$ cat config.mk
export PLATFORM = sky130hd
export DESIGN_NAME = relu_backward_sequencer_flat
export DESIGN_NICKNAME = d
export VERILOG_FILES = /design/src/rtl/relu_backward_sequencer_pkg.sv /design/src/rtl/relu_backward_sequencer_if.sv /design/src/rtl/relu_backward_sequencer_out_fifo.sv /design/src/rtl/relu_backward_sequencer.sv /design/src/flat_wrapper.sv
export SDC_FILE = /design/constraint.sdc
export NUM_CORES = 2
export LEC_CHECK = 0
export BUFFER_PORTS_ARGS = -buffer_cell sky130_fd_sc_hd__buf_2
export CORE_AREA = 4 4 432 434
export DETAILED_ROUTE_END_ITERATION = 10
export DIE_AREA = 0 0 436 438
export PLACE_DENSITY = 0.78
export SYNTH_ARGS = -nofsm -noshare
export SYNTH_HDL_FRONTEND = slang
export SYNTH_SLANG_ARGS = --single-unit
$ cat constraint.sdc
create_clock -name clk -period 32.5 [get_ports clk]
set_clock_uncertainty 0.15 [all_clocks]
set_input_delay 3.25 -clock clk [delete_from_list [all_inputs] [get_ports clk]]
set_output_delay 3.25 -clock clk [all_outputs]
set_load 0.03 [all_outputs]
$ cat src/rtl/relu_backward_sequencer_pkg.sv
// Shared types for the ReLU backward tile sequencer: float word type and
// sequencer state encoding.
package relu_pkg;

    localparam int FP_W = 32;

    typedef logic [FP_W-1:0] fp32_t;

    typedef enum logic [1:0] {
        S_IDLE,
        S_RUN,
        S_DRAIN,
        S_DONE
    } relu_seq_state_e;

endpackage

$ cat src/rtl/relu_backward_sequencer_if.sv
// Memory-read / datapath / write-sink bundle between the tile sequencer
// (master) and the local tensor memory plus ReLU backward datapath (slave).
interface relu_backward_sequencer_if
    import relu_pkg::*;
#(
    parameter int LANES  = 16,
    parameter int ADDR_W = 16
) ();

    logic                   rd_en;
    logic [ADDR_W-1:0]      rd_addr;
    fp32_t [LANES-1:0]      dp_out_vec;
    logic                   wr_valid;
    logic                   wr_ready;
    logic [ADDR_W-1:0]      wr_addr;
    fp32_t [LANES-1:0]      wr_data;

    modport master (
        output rd_en,
        output rd_addr,
        input  dp_out_vec,
        output wr_valid,
        input  wr_ready,
        output wr_addr,
        output wr_data
    );

    modport slave (
        input  rd_en,
        input  rd_addr,
        output dp_out_vec,
        input  wr_valid,
        output wr_ready,
        input  wr_addr,
        input  wr_data
    );

endinterface

$ cat src/rtl/relu_backward_sequencer_out_fifo.sv
// Output FIFO with a registered head word: the head sits in its own flop and
// the remaining DEPTH-1 entries live in a circular buffer behind it.
module relu_bwd_out_fifo #(
    parameter int  DEPTH = 5,
    parameter int  DW    = 32,
    localparam int CNT_W = $clog2(DEPTH + 1)
) (
    input  logic             clk,
    input  logic             rst_n,
    input  logic             push,
    input  logic [DW-1:0]    din,
    input  logic             pop,
    output logic [CNT_W-1:0] count,
    output logic [DW-1:0]    head
);

    localparam int SD    = DEPTH - 1;
    localparam int PTR_W = (SD > 1) ? $clog2(SD) : 1;

    logic [DW-1:0]    mem [SD];
    logic [PTR_W-1:0] rd_ptr;
    logic [PTR_W-1:0] wr_ptr;
    logic             full;
    logic             pop_ok;
    logic             push_ok;
    logic             head_from_mem;
    logic             head_from_din;
    logic             mem_wr;

    function automatic logic [PTR_W-1:0] ptr_inc(input logic [PTR_W-1:0] p);
        return (p == PTR_W'(SD - 1)) ? '0 : p + PTR_W'(1);
    endfunction

    // A push bypasses the buffer whenever the head slot is (or is becoming) free.
    always_comb begin
        full          = (count == CNT_W'(DEPTH));
        pop_ok        = pop && (count != '0);
        push_ok       = push && (!full || pop_ok);
        head_from_mem = pop_ok && (count > CNT_W'(1));
        head_from_din = push_ok && ((count == '0) || (pop_ok && (count == CNT_W'(1))));
        mem_wr        = push_ok && !head_from_din;
    end

    always_ff @(posedge clk or negedge rst_n) begin
        if (!rst_n) begin
            count  <= '0;
            rd_ptr <= '0;
            wr_ptr <= '0;
            head   <= '0;
        end else begin
            count <= count + CNT_W'(push_ok) - CNT_W'(pop_ok);
            if (head_from_mem) begin
                head   <= mem[rd_ptr];
                rd_ptr <= ptr_inc(rd_ptr);
            end else if (head_from_din) begin
                head <= din;
            end
            if (mem_wr) begin
                wr_ptr <= ptr_inc(wr_ptr);
            end
        end
    end

    // NOTE: the storage array is deliberately not reset; count and pointers
    // define which entries are live, so clearing data would only cost flops.
    always_ff @(posedge clk) begin
        if (mem_wr) begin
            mem[wr_ptr] <= din;
        end
    end

    overflow_check: assert property (@(posedge clk) disable iff (!rst_n)
        !(push && full && !pop));

endmodule

$ cat src/rtl/relu_backward_sequencer.sv
// Tile sequencer: streams num_tiles vectors from memory through the ReLU
// backward datapath into a credit-limited output FIFO and an in-order writer.
module relu_backward_sequencer
    import relu_pkg::*;
#(
    parameter int LANES      = 16,
    parameter int ADDR_W     = 16,
    parameter int MEM_LAT    = 2,
    parameter int DP_LAT     = 1,
    parameter int FIFO_DEPTH = MEM_LAT + DP_LAT + 2
) (
    input  logic                      clk,
    input  logic                      reset,
    input  logic                      start,
    input  logic [ADDR_W-1:0]         base_src,
    input  logic [ADDR_W-1:0]         base_dst,
    input  logic [ADDR_W-1:0]         num_tiles,
    output logic                      busy,
    output logic                      done,
    relu_backward_sequencer_if.master bus
);

    localparam int PIPE_LAT = MEM_LAT + DP_LAT;
    localparam int FCNT_W   = $clog2(FIFO_DEPTH + 1);
    localparam int CRED_W   = $clog2(FIFO_DEPTH + PIPE_LAT + 1);
    localparam int DW       = LANES * FP_W;

    relu_seq_state_e     state_q;
    relu_seq_state_e     state_d;
    logic [ADDR_W-1:0]   src_q;
    logic [ADDR_W-1:0]   dst_q;
    logic [ADDR_W-1:0]   num_q;
    logic [ADDR_W-1:0]   issued_q;
    logic [ADDR_W-1:0]   written_q;
    logic [PIPE_LAT-1:0] vpipe_q;
    logic [CRED_W-1:0]   inflight;
    logic [FCNT_W-1:0]   fifo_count;
    logic [DW-1:0]       fifo_head;
    logic                rd_en;
    logic                push;
    logic                pop;
    logic                credit_ok;
    logic                last_read;
    logic                last_write;
    logic                accept_start;

    always_comb begin
        inflight = '0;
        for (int i = 0; i < PIPE_LAT; i++) begin
            inflight = inflight + CRED_W'(vpipe_q[i]);
        end
    end

    // Reserving a FIFO slot for every read still in flight means a push can
    // never find the FIFO full, whatever the write side does.
    assign credit_ok    = (CRED_W'(fifo_count) + inflight) < CRED_W'(FIFO_DEPTH);
    assign push         = vpipe_q[PIPE_LAT-1];
    assign pop          = bus.wr_valid && bus.wr_ready;
    assign last_read    = (issued_q == num_q - ADDR_W'(1));
    assign last_write   = pop && (written_q == num_q - ADDR_W'(1));
    assign accept_start = (state_q == S_IDLE) && start;

    always_comb begin
        // NOTE: every output of this block gets a default before the case, so
        // no path can leave a variable unassigned and infer a latch.
        state_d = state_q;
        rd_en   = 1'b0;
        unique case (state_q)
            S_IDLE: begin
                if (start) begin
                    state_d = (num_tiles == '0) ? S_DONE : S_RUN;
                end
            end
            S_RUN: begin
                rd_en = (issued_q < num_q) && credit_ok;
                if (rd_en && last_read) begin
                    state_d = S_DRAIN;
                end
            end
            S_DRAIN: begin
                if (last_write) begin
                    state_d = S_DONE;
                end
            end
            S_DONE:  state_d = S_IDLE;
            default: state_d = S_IDLE;
        endcase
    end

    // NOTE: all sequential state uses non-blocking assignments so every flop
    // samples pre-edge values regardless of process evaluation order.
    always_ff @(posedge clk or negedge reset) begin
        if (!reset) begin
            state_q   <= S_IDLE;
            src_q     <= '0;
            dst_q     <= '0;
            num_q     <= '0;
            issued_q  <= '0;
            written_q <= '0;
            vpipe_q   <= '0;
        end else begin
            state_q <= state_d;
            vpipe_q <= (vpipe_q << 1) | PIPE_LAT'(rd_en);
            if (accept_start) begin
                src_q     <= base_src;
                dst_q     <= base_dst;
                num_q     <= num_tiles;
                issued_q  <= '0;
                written_q <= '0;
            end else begin
                if (rd_en) begin
                    issued_q <= issued_q + ADDR_W'(1);
                end
                if (pop) begin
                    written_q <= written_q + ADDR_W'(1);
                end
            end
        end
    end

    relu_bwd_out_fifo #(
        .DEPTH (FIFO_DEPTH),
        .DW    (DW)
    ) u_out_fifo (
        .clk   (clk),
        .rst_n (reset),
        .push  (push),
        .din   (bus.dp_out_vec),
        .pop   (pop),
        .count (fifo_count),
        .head  (fifo_head)
    );

    assign busy         = (state_q != S_IDLE);
    assign done         = (state_q == S_DONE);
    assign bus.rd_en    = rd_en;
    assign bus.rd_addr  = src_q + issued_q;
    assign bus.wr_valid = (fifo_count != '0);
    assign bus.wr_addr  = dst_q + written_q;
    assign bus.wr_data  = fifo_head;

endmodule

$ cat src/flat_wrapper.sv
// flat-port wrapper written by rule: the top's interface ports become plain ports
module relu_backward_sequencer_flat import relu_pkg::*;
#(
    parameter int LANES      = 16,
    parameter int ADDR_W     = 16,
    parameter int MEM_LAT    = 2,
    parameter int DP_LAT     = 1,
    parameter int FIFO_DEPTH = MEM_LAT + DP_LAT + 2
)
  (clk, reset, start, base_src, base_dst, num_tiles, busy, done, bus_rd_en, bus_rd_addr, bus_dp_out_vec, bus_wr_valid, bus_wr_ready, bus_wr_addr, bus_wr_data);
  relu_backward_sequencer_if #(.LANES(LANES), .ADDR_W(ADDR_W)) bus_i ();
  input  logic clk;
  input  logic reset;
  input  logic start;
  input  logic [ADDR_W-1:0] base_src;
  input  logic [ADDR_W-1:0] base_dst;
  input  logic [ADDR_W-1:0] num_tiles;
  output logic busy;
  output logic done;
  output wire logic [$bits(bus_i.rd_en)-1:0] bus_rd_en;
  output wire logic [$bits(bus_i.rd_addr)-1:0] bus_rd_addr;
  input wire logic [$bits(bus_i.dp_out_vec)-1:0] bus_dp_out_vec;
  output wire logic [$bits(bus_i.wr_valid)-1:0] bus_wr_valid;
  input wire logic [$bits(bus_i.wr_ready)-1:0] bus_wr_ready;
  output wire logic [$bits(bus_i.wr_addr)-1:0] bus_wr_addr;
  output wire logic [$bits(bus_i.wr_data)-1:0] bus_wr_data;
  assign bus_rd_en = bus_i.rd_en;
  assign bus_rd_addr = bus_i.rd_addr;
  assign bus_i.dp_out_vec = bus_dp_out_vec;
  assign bus_wr_valid = bus_i.wr_valid;
  assign bus_i.wr_ready = bus_wr_ready;
  assign bus_wr_addr = bus_i.wr_addr;
  assign bus_wr_data = bus_i.wr_data;
  relu_backward_sequencer #(.LANES(LANES), .ADDR_W(ADDR_W), .MEM_LAT(MEM_LAT), .DP_LAT(DP_LAT), .FIFO_DEPTH(FIFO_DEPTH)) u_core (.clk(clk), .reset(reset), .start(start), .base_src(base_src), .base_dst(base_dst), .num_tiles(num_tiles), .busy(busy), .done(done), .bus(bus_i));
endmodule
## Yosys cells after proc, flatten, opt, wreduce, memory -nomap -nowiden

Memories as Yosys holds them, arrays and structs flattened.
Index checks and enable logic that the tools add are counted.

| cells by class | value |
|---|---|
| add/subtract/negate cells | 12 |
| order comparisons | 3 |
| equal/unequal tests | 12 |
| mux-type cells | 16 |
| bitwise logic cells | 1 |
| reduce and logical (&&, ||, !) cells | 24 |

Operator list:

| operator | number |
|---|---|
| 512-bit 2-to-1 mux | 2 |
| 16-bit 2-to-1 mux | 4 |
| 16-bit by 1-bit adder with 16-bit output (second input constant) | 2 |
| 16-bit adder | 2 |
| 16-bit equality test | 2 |
| 16-bit logical NOT | 1 |
| 16-bit < comparator | 1 |
| 16-bit by 1-bit subtractor with 16-bit output (second input constant) | 1 |
| 2-bit 2-to-1 mux | 6 |
| 1-bit logical AND | 11 |
| 2-bit equality test (second input constant) | 4 |
| 2-bit case mux with 4 select lines | 1 |
| 2-bit nonzero test | 4 |
| 2-bit by 1-bit adder with 2-bit output (second input constant) | 2 |
| 3-bit by 4-bit adder with 4-bit output | 1 |
| 4-bit by 1-bit adder with 4-bit output | 1 |
| 4-bit by 3-bit < comparator with 1-bit output (second input constant) | 1 |
| 2-bit by 1-bit inequality test with 1-bit output (second input constant) | 2 |
| 3-bit by 1-bit adder with 3-bit output | 1 |
| 3-bit by 1-bit equality test with 1-bit output (second input constant) | 1 |
| 3-bit equality test (second input constant) | 1 |
| 3-bit by 1-bit > comparator with 1-bit output (second input constant) | 1 |
| 3-bit logical NOT | 1 |
| 1-bit 2-to-1 mux | 3 |
| other kinds (10) | 12 |

| word-level totals | value |
|---|---|
| bits in registers | 604 |
| RAM bits | 2,048 |
| input bits | 564 |
| output and inout port bits | 548 |
| memories | 1 |

Memory list:

| memory | depth | bits a word | read ports | clocked after Yosys merged registers in | write ports | line | text |
|---|---|---|---|---|---|---|---|
| u_core.u_out_fifo.mem | 4 | 512 | 1 | 0 | 1 | relu_backward_sequencer_out_fifo.sv:20 | `logic [DW-1:0] mem [SD];` |

## Longest topological paths before layout

| depth | value |
|---|---|
| depth after elaboration | 10 |
| mapped depth | 12 |
| depth with buffers taken out | 11 |

## Modules after synthesis

From an unflattened synthesis, not the netlist that was laid out.

| unflattened totals | value |
|---|---|
| cell total of the unflattened synthesis | 6,532 |
| area, all modules | 108,547.9 µm² |

Modules (own cells, without submodules):

| module | times used | cells each | area each (µm²) | sequential area each (µm²) |
|---|---|---|---|---|
| relu_bwd_out_fifo | 1 | 5,791 | 102,256.8 | 74,486.4 |
| relu_backward_sequencer | 1 | 741 | 6,291.0 | 2,127.0 |

## Least setup slack after synthesis

OpenSTA, ideal clock, no wires.

| timing | value |
|---|---|
| path type | in2reg |
| from | input port bus_wr_ready |
| to | memory u_core.u_out_fifo.mem[0][0] (netlist name) (enable) |
| setup time | 0.943 ns |
| data arrival time | 15.558 ns |
| data required time | 31.407 ns |
| setup slack | 15.848 ns |
| stages | 4 |
| cell sequence | nand2b_1 > xnor2_1 > a21boi_0 > and2_1 |

| between the ends | value |
|---|---|
| word-level cells in the longest chain between the ends | 9 |
| elaborated cells on any way between the ends | 11 |
| classes of those cells | 2 x mux; 9 x reduce/logical |

RTL lines:

| item | line | text |
|---|---|---|
| from (decl) | flat_wrapper.sv:24 | `input wire logic [$bits(bus_i.wr_ready)-1:0] bus_wr_ready;` |
| 1-bit logical AND * | relu_backward_sequencer.sv:58 | `assign pop = bus.wr_valid && bus.wr_ready;` |
| 1-bit logical AND * | relu_backward_sequencer_out_fifo.sv:37 | `pop_ok = pop && (count != '0);` |
| 1-bit logical OR / 1-bit logical AND (equally long branches) | relu_backward_sequencer_out_fifo.sv:38, relu_backward_sequencer_out_fifo.sv:40 |  |
| 1-bit logical AND / 1-bit logical OR (equally long branches) | relu_backward_sequencer_out_fifo.sv:38, relu_backward_sequencer_out_fifo.sv:40 |  |
| 1-bit logical AND | relu_backward_sequencer_out_fifo.sv:40 | `head_from_din = push_ok && ((count == '0) \|\| (pop_ok && (count == CNT_W'(1))));` |
| 1-bit logical NOT | relu_backward_sequencer_out_fifo.sv:41 | `mem_wr = push_ok && !head_from_din;` |
| 1-bit logical AND * | relu_backward_sequencer_out_fifo.sv:41 |  |
| 1-bit 2-to-1 mux * | relu_backward_sequencer_out_fifo.sv:67 | `if (mem_wr) begin` |
| 1-bit 2-to-1 mux (not written as such) * | relu_backward_sequencer_out_fifo.sv:68 | `mem[wr_ptr] <= din;` |
| to (decl) | relu_backward_sequencer_out_fifo.sv:20 |  |

Mark *: on every way between the ends. The rest lies on a longest branch, timed or not.

## Worst setup path after layout

| timing | value |
|---|---|
| from | input port bus_wr_ready |
| to | register u_core.u_out_fifo.head[178] |

| between the ends | value |
|---|---|
| word-level cells in the longest chain between the ends | 6 |
| elaborated cells on any way between the ends | 10 |
| classes of those cells | 1 x mux; 9 x reduce/logical |

RTL lines:

| item | line | text |
|---|---|---|
| 1-bit logical AND * | relu_backward_sequencer.sv:58 |  |
| 1-bit logical AND * | relu_backward_sequencer_out_fifo.sv:37 |  |
| 1-bit logical OR / 1-bit logical AND (equally long branches) | relu_backward_sequencer_out_fifo.sv:38, relu_backward_sequencer_out_fifo.sv:40 |  |
| 1-bit logical AND / 1-bit logical OR (equally long branches) | relu_backward_sequencer_out_fifo.sv:38, relu_backward_sequencer_out_fifo.sv:40 |  |
| 1-bit logical AND | relu_backward_sequencer_out_fifo.sv:40 |  |
| 2-bit nonzero test (no line) | - |  |
| to (signal assigned) | relu_backward_sequencer_out_fifo.sv:53 | `head <= mem[rd_ptr];` |
| to (signal assigned) | relu_backward_sequencer_out_fifo.sv:56 | `head <= din;` |
| to (decl) | relu_backward_sequencer_out_fifo.sv:14 | `output logic [DW-1:0] head` |

Marked as above.
A chain may end at the register's enable or synchronous reset.

==> results.toml <==
[logic_synthesis]
synth.avg_cell_area_um2 = 16.4
async_flop_share_pct = 22.8
synth_cell_type_count = 67
syn_nets = 6902
synth-main-ff-cell = "edfxtp_1"
yosys_warnings = 0
ys_ff_latch = 2652
synthesis.area_mm2 = 0.103
synth_edf_count = 2048
synthCells = 6269
yosysSeqAreaShare_pct = 74.3

[critical_path]
path_cells = "buf_2, nand3b_1, buf_4, buf_4, buf_4, buf_4, buf_4, buf_4, nor2_1, a31oi_1"
crit_fanout = 89
critPathRequiredTime_ns = 33.22
criticalPathCategory = "primary input to flip-flop"
crit_arrival_ns = 8.92
crit_family = "buffers and inverters"
worstSetupStartpointType = "primary input"
crit_path_end_kind = "flip-flop"
path_buf_inv = 7
cp_slowest_cell = "buf_4"
critPathMaxStageDelay_ns = 0.82
crit_top_cell = "buf_4"

[power]
combPwrFrac_pct = 32.3
switchingPower_mw = 4.19
peakVddDrop_v = 0.0000735
seqPwrFrac_pct = 41.3
clockPowerShare_pct = 26.4
power.internal_mw = 7.51
power.density_mw_per_mm2 = 97.6
p_leak_nw = 43.7
swShare_pct = 35.8

[clock_tree]
cts_buffers = 279
post_cts_buffers = 0
insertion_delay_ns = 0.96
clk_path_buf_depth = 4
cts_sinks = 2652
cts_resized = 0
ctsHoldBuffers = 0
htreeDepth = 5
cts_tree = "built"
clock-root-buffer = "clkbuf_16"
clkTransAtPathRegs_ns = 0.06

[global_route]
antenna_found_initial = 108
grt_usage_pct = 28.9
grt_pass1_wl_mm = 413
grt_pass1_vias = 62800
grt_max_degree = 187
gr-total-overflow = 0

[floorplanning]
start_util_pct = 56.4
die-width_um = 436
fp.dieH_um = 438
design.core.area_mm2 = 0.183
pin_count = 1112
num_rows = 157
dieArea_mm2 = 0.191

[final_layout]
drive_gt1_share_pct = 27.9
fillers = 11900
final_common_cell = "edfxtp_1"
fin_nets = 7994
final_util_pct = 65.6
multi_input_area_mm2 = 0.0248
stdcell_count = 10000
syn_to_final_growth_pct = 16.2
layout_common_cells = "edfxtp_1 (2048), nand2_1 (1163), buf_2 (1110)"
final-seq-area_mm2 = 0.0766

[sta]
setup_tns_ns = 0
worst_slew_pin_slew_ns = 1.18
max_freq_mhz = 122
rsz0062_at_grt = "false"
finalHoldViolCount = 0
slew_viol_final = 0
period_share_pct = 25.2
slew_headroom_pct = 21.2
setup_slack_ns = 24.30
layout_min_cycle_time_ns = 8.20
setup_viol_count_final = 0

[placement]
placedCellCount = 9465
port_buffers = 1111
dp_slack_ns = 23.49
dp_hpwl_mm = 170
gp_congestion = 0.934

[routing]
viasPerCell = 6.26
wl_per_cell_um = 28.0
drc_errors = 0
routed_wirelength_mm = 281
drtAntennaViolNets = 0
vias = 62800
drt-initial-drc-count = 7285
dr.pass1.iters = 8

[worst_hold_path]
hold_path.class = "flip-flop to flip-flop"

[status]
status = "completed"

[run]
cap_violations = 0
==> metal layers <==
metal  vias up  wire length (um)  GRT usage [%]
li1      26100                 -              -
met1     32000             97900           36.4
met2      3726            136000           44.6
met3       940             24200           6.72
met4        48             23300           21.0
met5         -               305              0
==> cells in the mapped netlist, types with 8 or more instances <==
cell type,number,area (um2)
edfxtp_1,2048,61500
nand2_1,1163,4370
dfrtp_1,604,15100
nor2_1,576,2160
a31oi_1,517,3230
mux4_2,512,11500
clkbuf_1,291,1090
ha_1,64,801
xnor2_1,54,473
inv_1,49,184
buf_2,47,235
o21ai_0,38,190
a21oi_1,33,165
xor2_1,29,254
buf_1,25,93.8
nand3_1,25,125
nor3_1,20,100
and3_1,16,100
nand4_1,15,93.8
and2_1,9,56.3
nor4_1,9,56.3
a211oi_1,8,60.1
a21o_1,8,60.1
==> final cells by class <==
class / instances / share of cell area, %
Sequential cell: 2652 / 63.9
Multi-Input combinational cell: 3193 / 20.7
Clock buffer: 389 / 6.48
Timing Repair Buffer: 1186 / 5.25
Tap cell: 2385 / 2.49
Clock inverter: 96 / 0.821
Antenna cell: 82 / 0.171
Inverter: 49 / 0.154
==> through the flow <==
stage / cell area, um2 / hold WS (ns) / power, mW
after floorplan: 103000 / 0.207 / 7.52
after global placement: 111000 / 0.218 / 8.51
after detailed placement: 111000 / 0.225 / 8.60
after CTS: 120000 / 0.243 / 11.7
after global routing: 120000 / 0.265 / 12.2
final: 120000 / 0.246 / 11.7
==> final timing paths <==
| kind | slack (ns) | cells past startpoint | startpoint | to |
|---|---|---|---|---|
| worst max-delay path | 24.30 | 10 | bus_wr_ready | u_core.u_out_fifo.head[178]$_DFFE_PN0P_ |
| worst min-delay path | 0.25 | 0 | u_core.vpipe_q[0]$_DFF_PN0_ | u_core.vpipe_q[1]$_DFF_PN0_ |
| worst max register to register | 25.79 | 13 | u_core.u_out_fifo.count[1]$_DFF_PN0_ | u_core.u_out_fifo.head[178]$_DFFE_PN0P_ |
| worst min register to register | 0.25 | 0 | u_core.vpipe_q[0]$_DFF_PN0_ | u_core.vpipe_q[1]$_DFF_PN0_ |
| max in group asynchronous | 27.56 | 3 | reset | u_core.u_out_fifo.head[233]$_DFFE_PN0P_ |
| min in group asynchronous | 2.12 | 1 | reset | u_core.u_out_fifo.head[333]$_DFFE_PN0P_ |
==> cell families (layout without fill, tap and decap cells) <==
family	after synthesis	after routing	share of synthesized area [%]
other	0	82	0
buffers and inverters	424	1720	1.68
adders and majority gates	69	69	0.874
AOI/OAI and AO/OA	642	642	3.92
and+or+nand+nor	1877	1877	7.20
DFF	2652	2652	74.3
muxes	520	520	11.3
xor gates and xnor gates	85	85	0.749
==> registers in the layout (all words and copies together) (netlist names), 16 cells and up <==
| register | count |
|---|---|
| u_core.u_out_fifo.mem | 2048 |
| u_core.u_out_fifo.head | 512 |
| u_core.dst_q | 16 |
| u_core.issued_q | 16 |
| u_core.num_q | 16 |
| u_core.src_q | 16 |
| u_core.written_q | 16 |
==> worst register-to-register path: cells and delay by family, from the launching register on <==
| family | cells | cell delay [ns] |
|---|---|---|
| DFF | 1 | 0.46 |
| adders and majority gates | 1 | 0.22 |
| AOI/OAI and AO/OA | 1 | 0.20 |
| buffers and inverters | 7 | 4.98 |
| and+or+nand+nor | 4 | 0.64 |
==> power by group through the flow <==
stage | clock, mW | combinational (mW) | sequential (mW)
after CTS | 3.12 | 3.80 | 4.81
after global routing | 3.28 | 4.04 | 4.87
final | 3.09 | 3.78 | 4.83
after detailed placement | 0 | 3.75 | 4.86
after global placement | 0 | 3.68 | 4.83
after floorplan | 0 | 2.05 | 5.47
No activity file was read; power rests on OpenSTA's default activity.
